===== config.mk =====
export PLATFORM = sky130hd
export DESIGN_NAME = input_conditioner
export DESIGN_NICKNAME = d
export VERILOG_FILES = /design/src/rtl/input_conditioner.sv
export SDC_FILE = /design/constraint.sdc
export NUM_CORES = 1
export LEC_CHECK = 0
export ABC_AREA = 1
export BUFFER_PORTS_ARGS = -buffer_cell sky130_fd_sc_hd__buf_2
export CORE_MARGIN = 2
export CORE_UTILIZATION = 59
export DETAILED_ROUTE_END_ITERATION = 10
export PLACE_DENSITY_LB_ADDON = 0.12
export SLEW_MARGIN = 20
export SYNTH_ARGS = -nofsm -noshare
export SYNTH_HDL_FRONTEND = slang
export SYNTH_SLANG_ARGS = --single-unit

===== constraint.sdc =====
create_clock -name clk -period 2.32 [get_ports clk]
set_input_delay 0.348 -clock clk [delete_from_list [all_inputs] [get_ports clk]]
set_output_delay 0.348 -clock clk [all_outputs]
set_load 0.01 [all_outputs]

===== src/rtl/input_conditioner.sv =====
// Input conditioner: synchronizes and debounces four detector lines and four
// push-button lines, and turns debounced button presses into single-cycle
// pulses gated by semi_auto_enable. Bit order is {front, back, left, right}.
module input_conditioner #(
    parameter int unsigned DET_DEBOUNCE_MS = 3,
    parameter int unsigned BTN_DEBOUNCE_MS = 10
) (
    input  logic       clk,
    input  logic       rst,
    input  logic       tick_1ms,
    input  logic       semi_auto_enable,
    input  logic [3:0] det_raw,
    input  logic [3:0] btn_raw,
    output logic [3:0] det_clean,
    output logic [3:0] btn_clean,
    output logic [3:0] btn_press
);

    localparam int unsigned NCH  = 4;
    localparam int unsigned NALL = 2 * NCH;
    localparam int unsigned CW   = 8;

    localparam logic [CW-1:0] DET_N = CW'(DET_DEBOUNCE_MS);
    localparam logic [CW-1:0] BTN_N = CW'(BTN_DEBOUNCE_MS);

    // Channels 0..3 are detectors, 4..7 are buttons.
    localparam logic [NALL-1:0][CW-1:0] LIMITS = {{NCH{BTN_N}}, {NCH{DET_N}}};

    logic [NALL-1:0]         sync1_q, sync1_d;
    logic [NALL-1:0]         sync2_q, sync2_d;
    logic [NALL-1:0][CW-1:0] cnt_q, cnt_d;
    logic [NALL-1:0]         clean_q, clean_d;
    logic [NCH-1:0]          armed_q, armed_d;
    logic [NCH-1:0]          press_q, press_d;
    logic [1:0]              settle_q, settle_d;

    logic [NCH-1:0]          btn_sync_c;
    logic [NCH-1:0]          btn_clean_now_c;
    logic [NCH-1:0]          btn_clean_next_c;
    logic [NCH-1:0]          press_cand_c;

    assign btn_sync_c       = sync2_q[NALL-1:NCH];
    assign btn_clean_now_c  = clean_q[NALL-1:NCH];
    assign btn_clean_next_c = clean_d[NALL-1:NCH];

    // Two-flop synchronizers; settle marks when the synchronizer pipeline
    // holds real post-reset samples rather than reset zeros.
    always_comb begin
        sync1_d  = {btn_raw, det_raw};
        sync2_d  = sync1_q;
        settle_d = {settle_q[0], 1'b1};
    end

    // Debounce: count ticks of continuous mismatch, adopt sync value at N.
    always_comb begin
        clean_d = clean_q;
        cnt_d   = cnt_q;
        for (int i = 0; i < int'(NALL); i++) begin
            if (sync2_q[i] == clean_q[i]) begin
                cnt_d[i] = '0;
            end else if (tick_1ms) begin
                if (cnt_q[i] >= LIMITS[i] - CW'(1)) begin
                    clean_d[i] = sync2_q[i];
                    cnt_d[i]   = '0;
                end else begin
                    cnt_d[i] = cnt_q[i] + CW'(1);
                end
            end
        end
    end

    // Arming: a button is armed only after it has been seen stably low on a
    // tick with a settled synchronizer, so a button held through reset
    // cannot fire until it is released and pressed again.
    always_comb begin
        armed_d = armed_q;
        for (int i = 0; i < int'(NCH); i++) begin
            if (btn_clean_now_c[i]) begin
                armed_d[i] = 1'b0;
            end else if (tick_1ms && settle_q[1] && !btn_sync_c[i]) begin
                armed_d[i] = 1'b1;
            end
        end
    end

    // Press pulse on a debounced rising edge; front > back > left > right.
    always_comb begin
        press_cand_c = btn_clean_next_c & ~btn_clean_now_c & armed_q
                       & {NCH{semi_auto_enable}};
        press_d      = '0;
        if (press_cand_c[3]) begin
            press_d = 4'b1000;
        end else if (press_cand_c[2]) begin
            press_d = 4'b0100;
        end else if (press_cand_c[1]) begin
            press_d = 4'b0010;
        end else if (press_cand_c[0]) begin
            press_d = 4'b0001;
        end
    end

    // State registers.
    always_ff @(posedge clk or negedge rst) begin
        if (!rst) begin
            sync1_q  <= '0;
            sync2_q  <= '0;
            cnt_q    <= '0;
            clean_q  <= '0;
            armed_q  <= '0;
            press_q  <= '0;
            settle_q <= '0;
        end else begin
            sync1_q  <= sync1_d;
            sync2_q  <= sync2_d;
            cnt_q    <= cnt_d;
            clean_q  <= clean_d;
            armed_q  <= armed_d;
            press_q  <= press_d;
            settle_q <= settle_d;
        end
    end

    assign det_clean = clean_q[NCH-1:0];
    assign btn_clean = clean_q[NALL-1:NCH];
    assign btn_press = press_q;

endmodule


==> results.toml <==
[yosys]
synth_xor_area_share_pct = 0.831
seq_area_frac_synth_pct = 58.2
yosys-top-cells-area = "dfrtp_1 (58%), inv_1 (7.0%), nand2_1 (7.0%)"
synthMuxAreaShare_pct = 0
avgSynthCellArea_um2 = 9.35
syn-num-nets = 483
yosys.area.top_type = "dfrtp_1"
synth_cell_types = 31
synthesis.area_mm2 = 0.00422
synth_top_family_by_area = "simple AND/OR/NAND/NOR gates"
synth_simple_gate_area_share_pct = 22.1
synth_top_area_share_pct = 58.2
ys_ff_latch = 98
synth_compound_area_share_pct = 4.72
yosysWarnings = 0
synthAdderAreaFrac_pct = 5.94
netlist_instances = 451

[worst_setup_path]
crit_path_start_kind = "register"
cp-startpoint = "cnt_q[9]"
cp.arrival_ns = 1.71
regToRegEndpoint = "clean_q[1]"
path_cells = "ha_1 > nor4_1 > nand3_1 > nand3_1 > nand2_1"
worstPathRequired_ns = 2.56
critical-path-max-stage-delay_ns = 0.44
reg2reg_from = "cnt_q[9]"
setup.worst_path.end = "clean_q[1]"
timing.critical_path.max_delay_family = "simple AND/OR/NAND/NOR gates"
rr_worst_depth = 5
crit_slowest_cell = "dfrtp_1"
cp-end-kind = "register"
r2r_slack_ns = 0.86
cpMostUsedCell = "nand3_1"
critical_path_class = "reg2reg"
crit_path_max_fanout = 5
cp_num_buf_inv = 0
cp.depth = 5

[sta]
finalCritPeriodShare_pct = 63.1
tightest_slew_ns = 0.554
rsz0062_at_grt = "no"
setup-violations-final = 0
fin_tns_setup_ns = 0
skew_ns = 0.00712
post-route-min-period_ns = 1.46
slew_viol_final = 0
max_slew_margin_pct = 63.1
hold_ws_ns = 0.0946
max_freq_mhz = 683
worst_slack_ns = 0.857
hold_violations = 0

[placement]
io_buffers = 23
pre_cts_ws_ns = 0.761
place_area_mm2 = 0.00445
place_congestion = 0.762
dpl.hpwl_um = 4430

[cells_and_area]
nNetsFinal = 517
final_util_pct = 67.7
drive_gt1_share_pct = 13.7
multi_input_area_mm2 = 0.00142
area_growth_pct = 10.3
num-fill-cells = 560
antenna_cells = 0
ff_latch_area_mm2 = 0.00245
postLayoutCellArea_mm2 = 0.00465

[job]
maxCapViolations = 0

[clock_tree]
cts_hold_buf = 1
cts_resized = 0
cts_tree = "built"
cts.clk_slew.worst_paths_ns = 0.09
cts_setup_buffers = 0
cts_buffer_depth = 2
cts_root_buffer = "clkbuf_8"
cts.htree.levels = 3
clock_latency_ns = 0.35
cts_sinks = 98
cts_buffers = 9

[worst_hold_path]
min_path_type = "in2reg"
min_path_cells = 1

[global_route]
grt_max_degree = 44
grt_overflow_total = 0
grt_pass1_wl_um = 11400
grt_util_all_layers_pct = 18.8
antenna_found_initial = 0
grt_pass1_vias = 2612

[pwr]
leakage_uw = 0.00241
power_density_mw_per_mm2 = 763
ir_drop_uv = 519

[run_status]
status = "completed"

[drt]
drt_iter0_drc = 140
drc_errors = 0
vias = 2767
wl_per_cell_um = 10.7
dr.pass1.iters = 4
final_antenna_net_count = 0
routed_wl_um = 6270
viasPerCell = 4.73

[die]
die_width_um = 88.5
core_mm2 = 0.00687
pin_count = 24
start_util_pct = 61.4
rows = 30
fp.dieH_um = 88.5
die_area_mm2 = 0.00784
[report_power, final]
part	leakage, uW	switching, uW	internal, uW
sequential	0.00129	117	1830
combinational	0.00102	340	213
clock	0.0000962	529	520
[registers in the layout, indices dropped and copies added (netlist names)]
register,count
armed_q,4
btn_press,4
clean_q,8
cnt_q,64
settle_q,2
sync1_q,8
sync2_q,8
[layout by cell type, fill, tap and decap left out, drive strengths merged, types with 3 or more instances in the layout]
cell type	synthesis	layout
dfrtp	98	98
nand2	86	86
inv	84	84
nor2	75	75
buf	3	25
o21ai	23	23
nand3	21	21
ha	20	20
clkbuf	0	12
nor3	9	9
a21oi	8	8
nand4	6	6
xnor2	4	4
o22ai	3	3
nand3b	3	3
[final cells by class]
class	instances	area share, %
clock inverter	3	0.861
clock buffer	12	3.12
inverter	84	6.84
timing repair buffer	26	3.34
multi-input combinational	266	30.5
sequential	98	52.7
tap	96	2.58
[synthesized netlist by cell type, drive strengths merged]
master,count
nor3,9
xnor2,4
nand3b,3
or2,2
nand4,6
nand3,21
o21ai,23
conb,1
o22ai,3
inv,84
nor4,2
nand2,86
a41oi,1
ha,20
dfrtp,98
a21oi,8
a22o,1
a21o,1
buf,3
nor2,75
[cell families (layout without fill, tap and decap cells)]
kind of cell / after synthesis / in the layout
xor+xnor: 4 / 4
compound gates: 37 / 37
buf+inv: 87 / 125
flops: 98 / 98
simple gates: 204 / 204
fa+ha+maj: 20 / 20
other cells: 1 / 1
[per-layer routing]
layer	vias to the layer above	share of wire [%]	track usage [%]
met1	1270	50	26.4
met4	0	0.78	5.79
met3	5	3.1	5.60
met2	43	46	28.7
met5	-	0	0
li1	1449	-	-
[worst min path at each step]
stage                            end        from  slack [ns]
after CTS                 sync1_q[4]  btn_raw[0]        0.08
final                     sync1_q[4]  btn_raw[0]        0.09
after global routing      sync1_q[4]  btn_raw[0]        0.07
after detailed placement  sync2_q[6]  sync1_q[6]        0.34
after global placement    sync2_q[7]  sync1_q[7]        0.33
after floorplan           armed_q[0]         rst        0.05
[stage by stage]
| step | std cells | power, uW |
|---|---|---|
| after detailed placement | 569 | 2530 |
| after floorplan | 451 | 2350 |
| after global placement | 569 | 2520 |
| final | 585 | 3550 |
| after global routing | 585 | 3780 |
| after CTS | 585 | 3590 |
No activity file was read; power rests on OpenSTA's default activity.
